--- src/rtl/lcd_vram_arbiter_pkg.sv ---
// Shared constants and types for the LCD VRAM arbiter.
package lcd_vram_pkg;

  localparam int unsigned VRAM_AW  = 8;
  localparam int unsigned VRAM_DW  = 4;
  localparam int unsigned STARVE_W = 4;

  // Two equal banks; the first address past bank 1 is the first invalid one.
  localparam logic [VRAM_AW-1:0] BANK_OFFSET = 8'h50;
  localparam logic [VRAM_AW-1:0] VRAM_SIZE   = BANK_OFFSET + BANK_OFFSET;

  typedef enum logic [1:0] {
    OWN_NONE,
    OWN_VIDEO,
    OWN_CPU_RD,
    OWN_CPU_WR
  } owner_t;

  function automatic logic is_cpu(input owner_t o);
    return (o == OWN_CPU_RD) || (o == OWN_CPU_WR);
  endfunction

endpackage

--- src/rtl/lcd_vram_arbiter_if.sv ---
// Video, CPU and VRAM-macro signals seen by the arbiter.
interface lcd_vram_arbiter_if #(
  parameter int unsigned AW = lcd_vram_pkg::VRAM_AW,
  parameter int unsigned DW = lcd_vram_pkg::VRAM_DW
);
  logic [AW-1:0] video_addr;
  logic          video_active;
  logic [DW-1:0] video_data;
  logic          video_data_valid;

  logic          cpu_req;
  logic          cpu_we;
  logic [AW-1:0] cpu_addr;
  logic [DW-1:0] cpu_wdata;
  logic          cpu_ack;
  logic [DW-1:0] cpu_rdata;

  logic [AW-1:0] ram_addr;
  logic          ram_we;
  logic [DW-1:0] ram_wdata;
  logic [DW-1:0] ram_rdata;

  // Arbiter side.
  modport slave (
    input  video_addr, video_active, cpu_req, cpu_we, cpu_addr, cpu_wdata, ram_rdata,
    output video_data, video_data_valid, cpu_ack, cpu_rdata, ram_addr, ram_we, ram_wdata
  );

  // Requesters and VRAM macro side.
  modport master (
    output video_addr, video_active, cpu_req, cpu_we, cpu_addr, cpu_wdata, ram_rdata,
    input  video_data, video_data_valid, cpu_ack, cpu_rdata, ram_addr, ram_we, ram_wdata
  );
endinterface

--- src/rtl/lcd_vram_arbiter_starve_ctr.sv ---
// Saturating count of cycles a CPU request has waited without a grant.
module lcd_vram_starve_ctr #(
  parameter int unsigned         CNT_W = 4,
  parameter logic [CNT_W-1:0]    LIMIT = CNT_W'(8)
) (
  input  logic clk,
  input  logic reset_n,
  input  logic clr_i,
  input  logic inc_i,
  output logic limit_hit_o
);
  logic [CNT_W-1:0] cnt_q, cnt_d;

  // Clear on grant, otherwise count up and stick at the limit.
  always_comb begin
    cnt_d = cnt_q;
    if (clr_i) begin
      cnt_d = '0;
    end else if (inc_i && (cnt_q != LIMIT)) begin
      cnt_d = cnt_q + 1'b1;
    end
  end

  // Counter register.
  always_ff @(posedge clk or negedge reset_n) begin
    if (!reset_n) begin
      cnt_q <= '0;
    end else begin
      cnt_q <= cnt_d;
    end
  end

  assign limit_hit_o = (cnt_q == LIMIT);
endmodule

--- src/rtl/lcd_vram_arbiter.sv ---
// Single-port LCD VRAM arbiter: video fetches have priority, CPU is
// guaranteed a slot after a bounded wait. One slot decision per cycle,
// two-stage owner pipeline matching the registered RAM address.
module lcd_vram_arbiter #(
  parameter int unsigned                        ADDR_WIDTH   = lcd_vram_pkg::VRAM_AW,
  parameter int unsigned                        DATA_WIDTH   = lcd_vram_pkg::VRAM_DW,
  parameter logic [ADDR_WIDTH-1:0]              VRAM_SIZE    = lcd_vram_pkg::VRAM_SIZE,
  parameter logic [lcd_vram_pkg::STARVE_W-1:0]  STARVE_LIMIT = 4'd8
) (
  input  logic              clk,
  input  logic              reset_n,
  lcd_vram_arbiter_if.slave bus
);
  import lcd_vram_pkg::*;

  owner_t                grant;
  logic                  vid_need, cpu_pend, cpu_grant, starve_hit;
  logic [ADDR_WIDTH-1:0] slot_addr;
  logic                  slot_oor;

  owner_t                own1_q, own1_d;
  logic                  oor1_q, oor1_d;
  logic [ADDR_WIDTH-1:0] ram_addr_q, ram_addr_d;
  logic                  ram_we_q, ram_we_d;
  logic [DATA_WIDTH-1:0] ram_wdata_q, ram_wdata_d;

  logic [DATA_WIDTH-1:0] rdata_or_zero;
  logic [DATA_WIDTH-1:0] video_data_q, video_data_d;
  logic                  video_valid_q, video_valid_d;
  logic [DATA_WIDTH-1:0] cpu_rdata_q, cpu_rdata_d;
  logic                  cpu_ack_q, cpu_ack_d;

  logic                  cache_valid_q, cache_valid_d;
  logic [ADDR_WIDTH-1:0] cache_addr_q, cache_addr_d;
  logic                  cpu_busy_q, cpu_busy_d;

  // Slot decision: starved CPU first, then a new video address, then CPU.
  always_comb begin
    vid_need = bus.video_active && (!cache_valid_q || (bus.video_addr != cache_addr_q));
    cpu_pend = bus.cpu_req && !cpu_busy_q;
    grant    = OWN_NONE;
    if (cpu_pend && starve_hit) begin
      grant = bus.cpu_we ? OWN_CPU_WR : OWN_CPU_RD;
    end else if (vid_need) begin
      grant = OWN_VIDEO;
    end else if (cpu_pend) begin
      grant = bus.cpu_we ? OWN_CPU_WR : OWN_CPU_RD;
    end
    cpu_grant = is_cpu(grant);
    slot_addr = (grant == OWN_VIDEO) ? bus.video_addr : bus.cpu_addr;
    slot_oor  = (slot_addr >= VRAM_SIZE);
  end

  lcd_vram_starve_ctr #(
    .CNT_W (STARVE_W),
    .LIMIT (STARVE_LIMIT)
  ) u_starve_ctr (
    .clk         (clk),
    .reset_n     (reset_n),
    .clr_i       (cpu_grant),
    .inc_i       (cpu_pend && !cpu_grant),
    .limit_hit_o (starve_hit)
  );

  // Stage 1: drive the RAM port; out-of-range slots leave the port untouched.
  always_comb begin
    own1_d      = grant;
    oor1_d      = slot_oor;
    ram_addr_d  = ram_addr_q;
    ram_we_d    = 1'b0;
    ram_wdata_d = ram_wdata_q;
    if ((grant != OWN_NONE) && !slot_oor) begin
      ram_addr_d = slot_addr;
      if (grant == OWN_CPU_WR) begin
        ram_we_d    = 1'b1;
        ram_wdata_d = bus.cpu_wdata;
      end
    end
  end

  // Stage 2: route read data to whoever owned the slot; out-of-range reads give 0.
  always_comb begin
    rdata_or_zero = oor1_q ? '0 : bus.ram_rdata;
    video_valid_d = (own1_q == OWN_VIDEO);
    cpu_ack_d     = is_cpu(own1_q);
    video_data_d  = video_valid_d ? rdata_or_zero : video_data_q;
    cpu_rdata_d   = (own1_q == OWN_CPU_RD) ? rdata_or_zero : cpu_rdata_q;
  end

  // Fetch cache and CPU busy flag; busy drops after the ack cycle so a held
  // request is not granted twice.
  always_comb begin
    cache_valid_d = cache_valid_q;
    cache_addr_d  = cache_addr_q;
    if (grant == OWN_VIDEO) begin
      cache_valid_d = 1'b1;
      cache_addr_d  = bus.video_addr;
    end else if ((grant == OWN_CPU_WR) && (bus.cpu_addr == cache_addr_q)) begin
      cache_valid_d = 1'b0;
    end
    cpu_busy_d = cpu_busy_q;
    if (cpu_grant) begin
      cpu_busy_d = 1'b1;
    end else if (cpu_ack_q) begin
      cpu_busy_d = 1'b0;
    end
  end

  // All state; reset aborts any access in flight.
  always_ff @(posedge clk or negedge reset_n) begin
    if (!reset_n) begin
      own1_q        <= OWN_NONE;
      oor1_q        <= 1'b0;
      ram_addr_q    <= '0;
      ram_we_q      <= 1'b0;
      ram_wdata_q   <= '0;
      video_data_q  <= '0;
      video_valid_q <= 1'b0;
      cpu_rdata_q   <= '0;
      cpu_ack_q     <= 1'b0;
      cache_valid_q <= 1'b0;
      cache_addr_q  <= '0;
      cpu_busy_q    <= 1'b0;
    end else begin
      own1_q        <= own1_d;
      oor1_q        <= oor1_d;
      ram_addr_q    <= ram_addr_d;
      ram_we_q      <= ram_we_d;
      ram_wdata_q   <= ram_wdata_d;
      video_data_q  <= video_data_d;
      video_valid_q <= video_valid_d;
      cpu_rdata_q   <= cpu_rdata_d;
      cpu_ack_q     <= cpu_ack_d;
      cache_valid_q <= cache_valid_d;
      cache_addr_q  <= cache_addr_d;
      cpu_busy_q    <= cpu_busy_d;
    end
  end

  assign bus.ram_addr         = ram_addr_q;
  assign bus.ram_we           = ram_we_q;
  assign bus.ram_wdata        = ram_wdata_q;
  assign bus.video_data       = video_data_q;
  assign bus.video_data_valid = video_valid_q;
  assign bus.cpu_rdata        = cpu_rdata_q;
  assign bus.cpu_ack          = cpu_ack_q;
endmodule

--- src/flat_wrapper.sv ---
// flat-port wrapper written by rule: the top's interface ports become plain ports
module lcd_vram_arbiter_flat import lcd_vram_pkg::*;
#(
  parameter int unsigned                        ADDR_WIDTH   = lcd_vram_pkg::VRAM_AW,
  parameter int unsigned                        DATA_WIDTH   = lcd_vram_pkg::VRAM_DW,
  parameter logic [ADDR_WIDTH-1:0]              VRAM_SIZE    = lcd_vram_pkg::VRAM_SIZE,
  parameter logic [lcd_vram_pkg::STARVE_W-1:0]  STARVE_LIMIT = 4'd8
)
  (clk, reset_n, bus_video_addr, bus_video_active, bus_cpu_req, bus_cpu_we, bus_cpu_addr, bus_cpu_wdata, bus_ram_rdata, bus_video_data, bus_video_data_valid, bus_cpu_ack, bus_cpu_rdata, bus_ram_addr, bus_ram_we, bus_ram_wdata);
  lcd_vram_arbiter_if bus_i ();
  input  logic clk;
  input  logic reset_n;
  input wire logic [$bits(bus_i.video_addr)-1:0] bus_video_addr;
  input wire logic [$bits(bus_i.video_active)-1:0] bus_video_active;
  input wire logic [$bits(bus_i.cpu_req)-1:0] bus_cpu_req;
  input wire logic [$bits(bus_i.cpu_we)-1:0] bus_cpu_we;
  input wire logic [$bits(bus_i.cpu_addr)-1:0] bus_cpu_addr;
  input wire logic [$bits(bus_i.cpu_wdata)-1:0] bus_cpu_wdata;
  input wire logic [$bits(bus_i.ram_rdata)-1:0] bus_ram_rdata;
  output wire logic [$bits(bus_i.video_data)-1:0] bus_video_data;
  output wire logic [$bits(bus_i.video_data_valid)-1:0] bus_video_data_valid;
  output wire logic [$bits(bus_i.cpu_ack)-1:0] bus_cpu_ack;
  output wire logic [$bits(bus_i.cpu_rdata)-1:0] bus_cpu_rdata;
  output wire logic [$bits(bus_i.ram_addr)-1:0] bus_ram_addr;
  output wire logic [$bits(bus_i.ram_we)-1:0] bus_ram_we;
  output wire logic [$bits(bus_i.ram_wdata)-1:0] bus_ram_wdata;
  assign bus_i.video_addr = bus_video_addr;
  assign bus_i.video_active = bus_video_active;
  assign bus_i.cpu_req = bus_cpu_req;
  assign bus_i.cpu_we = bus_cpu_we;
  assign bus_i.cpu_addr = bus_cpu_addr;
  assign bus_i.cpu_wdata = bus_cpu_wdata;
  assign bus_i.ram_rdata = bus_ram_rdata;
  assign bus_video_data = bus_i.video_data;
  assign bus_video_data_valid = bus_i.video_data_valid;
  assign bus_cpu_ack = bus_i.cpu_ack;
  assign bus_cpu_rdata = bus_i.cpu_rdata;
  assign bus_ram_addr = bus_i.ram_addr;
  assign bus_ram_we = bus_i.ram_we;
  assign bus_ram_wdata = bus_i.ram_wdata;
  lcd_vram_arbiter #(.ADDR_WIDTH(ADDR_WIDTH), .DATA_WIDTH(DATA_WIDTH), .VRAM_SIZE(VRAM_SIZE), .STARVE_LIMIT(STARVE_LIMIT)) u_core (.clk(clk), .reset_n(reset_n), .bus(bus_i));
endmodule
--- config.mk ---
export PLATFORM = sky130hd
export DESIGN_NAME = lcd_vram_arbiter_flat
export DESIGN_NICKNAME = d
export VERILOG_FILES = /design/src/rtl/lcd_vram_arbiter_pkg.sv /design/src/rtl/lcd_vram_arbiter_if.sv /design/src/rtl/lcd_vram_arbiter_starve_ctr.sv /design/src/rtl/lcd_vram_arbiter.sv /design/src/flat_wrapper.sv
export SDC_FILE = /design/constraint.sdc
export NUM_CORES = 1
export LEC_CHECK = 0
export CAP_MARGIN = 5
export CELL_PAD_IN_SITES_DETAIL_PLACEMENT = 0
export CELL_PAD_IN_SITES_GLOBAL_PLACEMENT = 1
export CORE_MARGIN = 2
export CORE_UTILIZATION = 38
export DETAILED_ROUTE_END_ITERATION = 12
export GPL_TIMING_DRIVEN = 0
export PLACE_DENSITY = 0.86
export SYNTH_ARGS = -nofsm -noshare
export SYNTH_HDL_FRONTEND = slang
export SYNTH_SLANG_ARGS = --single-unit
--- constraint.sdc ---
create_clock -name clk -period 2.6 [get_ports clk]
set_clock_uncertainty 0.05 [all_clocks]
set_input_delay 0.52 -clock clk [delete_from_list [all_inputs] [get_ports clk]]
set_output_delay 0.52 -clock clk [all_outputs]
set_load 0.02 [all_outputs]
==> Word level (Yosys, flattened, before mapping) <==
Cells that the tools add are included.
{ "op_classes": {"add_sub_neg": 1, "magnitude_cmp": 1, "n_eq_ne": 10, "muxes": 14, "n_reduce_logical": 19} }
{ "op_table": {"columns": ["op", "n"], "rows": [
  ["2-to-1 mux 4 bit", 3],
  ["equality test 2 bit (second input constant)", 4],
  ["equality test 8 bit", 1],
  ["greater-or-equal comparator 8 bit (second input constant)", 1],
  ["2-to-1 mux 8 bit", 1],
  ["inequality test 8 bit", 1],
  ["nonzero test 2 bit", 4],
  ["logical AND 1 bit", 7],
  ["2-to-1 mux 1 bit", 7],
  ["2-to-1 mux 2 bit", 3],
  ["adder 4 x 1 -> 4 bit (second input constant)", 1],
  ["equality test 2 x 1 -> 1 bit (second input constant)", 2],
  ["equality test 4 bit (second input constant)", 1],
  ["zero test 1 bit", 4],
  ["inequality test 4 bit (second input constant)", 1],
  ["logical OR 1 bit", 3],
  ["AND reduction 2 bit", 1]
]} }
{ "totals": {"regBits": 40, "inputBits": 29, "output_inout_bits": 23, "word_cells": 58} }

==> Logic depth before layout (Yosys ltp) <==
{ "logic_depth": {"ltp_word": 12, "depth_mapped": 9, "ltp_nobuf": 6} }

==> Hierarchy <==
From an unflattened synthesis, not the netlist that was laid out.
{ "hier_totals": {"hier_cells": 183, "area_unflattened_um2": 2028.2} }
{ "modules_own_cells": {"columns": ["mod", "instances", "cells_each", "area_each_um2", "seq_area_each_um2"], "rows": [
  ["lcd_vram_arbiter", 1, 159, 1795.5, 900.9],
  ["lcd_vram_starve_ctr", 1, 24, 232.7, 100.1]
]} }

==> Worst setup path after synthesis <==
Ideal clock, no wire load.
{ "synth_path": {"path_type": "input to register", "from": "input port bus_video_addr[5]", "to": "register u_core.ram_addr_q[0], in the netlist u_core.bus.ram_addr[0]", "setup_time_ps": 125, "arrival_time_ps": 2282, "required_ps": 2425, "slack_ps": 143, "stages": 6, "path_buffers": 1, "cell_sequence": "xor2_1 or3_1 buf_6 o31ai_4 mux2i_4 mux2_2"} }
{ "synth_between": {"elab_chain_cells": 10, "elab_cells_between_ends": 11, "classes_between": "order compare: 1; eq/ne: 2; mux: 3; reduce/logical: 5"} }
{ "synth_rtl": {"columns": ["element", "line_no", "rtl"], "rows": [
  ["start, declared", "flat_wrapper.sv:13", "input wire logic [$bits(bus_i.video_addr)-1:0] bus_video_addr;"],
  ["inequality test 8 bit", "lcd_vram_arbiter.sv:39", "vid_need = bus.video_active && (!cache_valid_q || (bus.video_addr != cache_addr_q));"],
  ["logical OR 1 bit", "lcd_vram_arbiter.sv:39", null],
  ["logical AND 1 bit", "lcd_vram_arbiter.sv:39", null],
  ["2-to-1 mux 2 bit", "lcd_vram_arbiter.sv:44", "end else if (vid_need) begin"],
  ["2-to-1 mux 2 bit", "lcd_vram_arbiter.sv:42", "if (cpu_pend && starve_hit) begin"],
  ["equality test 2 x 1 -> 1 bit", "lcd_vram_arbiter.sv:50", "slot_addr = (grant == OWN_VIDEO) ? bus.video_addr : bus.cpu_addr;"],
  ["2-to-1 mux 8 bit", "lcd_vram_arbiter.sv:50", null],
  ["greater-or-equal comparator 8 bit", "lcd_vram_arbiter.sv:51", "slot_oor = (slot_addr >= VRAM_SIZE);"],
  ["zero test 1 bit", "lcd_vram_arbiter.sv:72", "if ((grant != OWN_NONE) && !slot_oor) begin"],
  ["logical AND 1 bit", "lcd_vram_arbiter.sv:72", null],
  ["end signal, assigned", "lcd_vram_arbiter.sv:127", "ram_addr_q <= ram_addr_d;"],
  ["end, declared", "lcd_vram_arbiter.sv:23", "logic [ADDR_WIDTH-1:0] ram_addr_q, ram_addr_d;"]
]} }
Parallel ways exist; a longest one is shown, timed or not.
A chain may end at the register's enable or synchronous reset.

==> Worst setup path after layout <==
{ "layout_path": {"from": "input port bus_video_addr[3]", "to": "register u_core.ram_addr_q[2], in the netlist u_core.bus.ram_addr[2]"} }
Same word-level chain as after synthesis.

==> impl_metrics.yaml <==
outcome:
  status: "complete, no violations"
floorplan:
  die_w_um: 79.5
  initial_standard_cell_utilization_of_the_core: 0.394
  design.die.area_mm2: 0.00632
  core_area_mm2: 0.00551
  die_height_um: 79.5
  num_rows: 27
  num_io_pins: 52
finish:
  drive_above_1_share: 0.160
  area_growth_pct: 33.9
  post-route-cell-area_mm2: 0.00290
  insertedDiodeCount: 0
  final_nets: 306
  final.fill_count: 519
power:
  power_frac_clock: 0.264
  power.density_mw_per_mm2: 510
  switching_power_uw: 432
  power_leakage_nw: 1.21
  p_sw_frac: 0.292
  part_of_the_total_power_dissipated_in_sequential_elements: 0.476
  power.total_mw: 1.48
  internal_power_mw: 1.05
  ir_drop_worst_vdd_mv: 0.263
  share_of_power_burned_in_combinational_logic: 0.260
place:
  portBuffers: 51
  preCtsSetupSlack_ps: -594
  detailed_place.area_mm2: 0.00276
  dp.final_hpwl_mm: 3.70
  place.gp.congestion: 0.847
drt:
  drt_pass1_iterations: 4
  dr.first_iter.drc_count: 86
  avgRoutedWirePerCell_um: 14.4
  postRouteWirelength_mm: 5.00
  ant_nets: 0
  vias_per_cell: 5.30
  via_count: 1838
  drc: 0
sta:
  timing.final.crit_period_ps: 2500
  rsz_0062_raised_after_global_routing: "false"
  drv_slew: 0
  max_clock_freq_mhz: 400
  max-slew-margin-rel: 0.398
  final.setup.tns_ps: 0
  final_critical_path_setup_slack_ps: 99.3
  worst_slew_pin_slew_ps: 896
  setup_viol: 0
  whs_ps: 295
  final-hold-violation-count: 0
  final_min_period_over_clock_period: 0.962
yosys:
  synth-edff-count: 0
  synthesis.yosys.warnings: 0
  yosys-mux-area-fraction: 0.129
  yosys.area_share.xor_xnor: 0.0647
  seq_area_frac_synth: 0.462
  synth_compound_area_frac: 0.127
  synth_area_mm2: 0.00217
  asyncSetResetFlopFracSynth: 1.00
  synth_seq_cells: 40
  synth.net_count: 243
  postSynthCellCount: 212
  synth-adder-area-share: 0.0115
  synthDistinctLibCells: 36
  synth-simple-area-share: 0.174
  dominant_combinational_cell_family_by_area_after_synthesis: "simple AND/OR/NAND/NOR gates"
  syn_avg_cell_area_um2: 10.2
  ys.flop_type: "sky130_fd_sc_hd__dfrtp_1"
clock_network:
  tritoncts: "yes"
  numClockSinks: 40
  clock_pin_transition_on_the_worst_setup_and_hold_timing_paths_ps: 80
  cts_made_buffers: 5
  cts-root-buf: "sky130_fd_sc_hd__clkbuf_8"
  clk_path_buf_depth: 2
  worstSkewPairLatency_ps: 290
  cts-htree-levels: 2
global_routing:
  use_met3: 0.0351
  number_of_antenna_violations_at_the_first_check_in_global_routing: 0
  use_met2: 0.270
  busiest_layer: "met2"
  aggregate_global_routing_overflow: 0
  first_global_vias: 1772
  grt_pass1_wl_mm: 8.00
  grt.total_usage: 0.162
  grt_max_degree: 41
  grtUsageMet1: 0.208
setup_path:
  timing_worst_setup_path_type: "in -> reg"
  critical_path_arrival_ps: 2620
  critical_path_required_ps: 2720
  setup.worst_path.start_class: "input pin"
  critical_path.max_fanout: 8
  endpoint_kind: "register"
run:
  timing.max_cap.violations: 0
worst_hold_path:
  path_class_of_the_lowest_slack_min_delay_path: "in -> async"
## registers in the layout (all words and copies together), names as in the netlist
register	flops
u_core.bus.ram_addr	8
u_core.cache_addr_q	8
u_core.bus.cpu_rdata	4
u_core.bus.ram_wdata	4
u_core.bus.video_data	4
u_core.u_starve_ctr.cnt_q	4
u_core.own1_q	2
u_core.bus.cpu_ack	1
u_core.bus.ram_we	1
u_core.bus.video_data_valid	1
u_core.cache_valid_q	1
u_core.cpu_busy_q	1
u_core.oor1_q	1
## stage by stage
| stage | utilization | instances |
|---|---|---|
| after floorplan | - | 212 |
| after global placement | 0.503 | 335 |
| after detailed placement | 0.502 | 335 |
| after CTS | 0.522 | 345 |
| after global routing | 0.527 | 347 |
| final | 0.527 | 347 |
## kinds of logic after synthesis
family	Yosys count
AND/OR/NAND/NOR	72
adder cells (fa/ha/maj)	2
buffers and inverters	16
multiplexers	24
flip-flops	40
AO/OA/AOI/OAI	42
XOR/XNOR	16
## power by group through the flow
stage,combinational (mW),sequential (mW),clock (mW)
detailed placement,0.372,0.718,0
global route,0.416,0.712,0.433
floorplan,0.157,0.757,0
global placement,0.369,0.717,0
finish,0.386,0.705,0.391
CTS,0.380,0.706,0.404
## critical path: stages
cell and delay (ps):
sky130_fd_sc_hd__dlygate4sd2_1 270, sky130_fd_sc_hd__xor2_1 180, sky130_fd_sc_hd__or3_1 370, sky130_fd_sc_hd__buf_6 140, sky130_fd_sc_hd__o31ai_4 360, sky130_fd_sc_hd__mux2i_4 310, sky130_fd_sc_hd__buf_12 140, sky130_fd_sc_hd__mux2_2 330
## routing by layer
metal | vias to the layer above | share of wire
met1 | 848 | 0.45
li1 | 887 | -
met3 | 11 | 0.074
met4 | 0 | 0.013
met5 | - | 0
met2 | 92 | 0.47
## placed cells by master, fill, tap and decap left out, types with 4 or more instances in the layout
master	instances
sky130_fd_sc_hd__nand4_1	9
sky130_fd_sc_hd__mux2_2	21
sky130_fd_sc_hd__o21ai_0	18
sky130_fd_sc_hd__dfrtp_1	40
sky130_fd_sc_hd__nand3_1	10
sky130_fd_sc_hd__clkbuf_1	4
sky130_fd_sc_hd__nand2_1	25
sky130_fd_sc_hd__clkdlybuf4s50_1	46
sky130_fd_sc_hd__inv_1	5
sky130_fd_sc_hd__nand2b_1	6
sky130_fd_sc_hd__buf_4	5
sky130_fd_sc_hd__a21oi_1	8
sky130_fd_sc_hd__xnor2_1	7
sky130_fd_sc_hd__clkbuf_8	5
sky130_fd_sc_hd__a221oi_1	8
sky130_fd_sc_hd__xor2_1	9
sky130_fd_sc_hd__nor2b_1	10
## synth_stat cells, drive strengths merged (2+ instances only)
| library cell | n | area [µm²] |
|---|---|---|
| dfrtp | 40 | 1000 |
| nand2 | 25 | 93.8 |
| mux2 | 21 | 236 |
| o21ai | 18 | 90.1 |
| nand3 | 10 | 50.1 |
| nor2b | 10 | 62.6 |
| nand4 | 9 | 56.3 |
| xor2 | 9 | 78.8 |
| a21oi | 8 | 40.0 |
| a221oi | 8 | 70.1 |
| xnor2 | 7 | 61.3 |
| clkbuf | 6 | 22.5 |
| nand2b | 6 | 37.5 |
| buf | 5 | 28.8 |
| inv | 5 | 18.8 |
| mux2i | 3 | 42.5 |
| and2 | 2 | 12.5 |
| ha | 2 | 25.0 |
| nor2 | 2 | 7.51 |
| nor3 | 2 | 10.0 |
| o22ai | 2 | 12.5 |
| o31ai | 2 | 28.8 |
## what timing repair did
item,CTS,global route
pin swaps,2,5
hold buffers,0,0
resized for setup,3,8
cloned,0,0
hold endpoints to repair,0,0
setup endpoints to repair,17,18
setup buffers,3,2
## cell type report
cell class | count | area [µm²] | share of cell area
flip-flops and latches | 40 | 1000 | 0.345
well taps | 72 | 90.1 | 0.0310
clock buffers | 5 | 68.8 | 0.0237
repair buffers | 56 | 556 | 0.191
clock inverters | 2 | 12.5 | 0.00431
inverters | 5 | 18.8 | 0.00647
multi-input cells | 156 | 1100 | 0.379
plain buffers | 11 | 56.3 | 0.0194
## worst paths after layout
check	startpoint	end	slack (ps)	cells after the start
worst max register to register	u_core.cache_addr_q[6]$_DFFE_PN0P_	u_core.bus.ram_addr[2]$_DFFE_PN0P_	160	7
worst min-delay path	reset_n	u_core.cpu_busy_q$_DFFE_PN0P_	290	1
worst max-delay path	bus_video_addr[3]	u_core.bus.ram_addr[2]$_DFFE_PN0P_	100	8
max in group asynchronous	reset_n	u_core.bus.ram_addr[7]$_DFFE_PN0P_	1650	1
worst min register to register	u_core.bus.cpu_ack$_DFF_PN0_	u_core.cpu_busy_q$_DFFE_PN0P_	410	1
min in group clk	u_core.bus.cpu_ack$_DFF_PN0_	u_core.cpu_busy_q$_DFFE_PN0P_	410	1
Note: power is estimated with default switching activity, not from simulation.
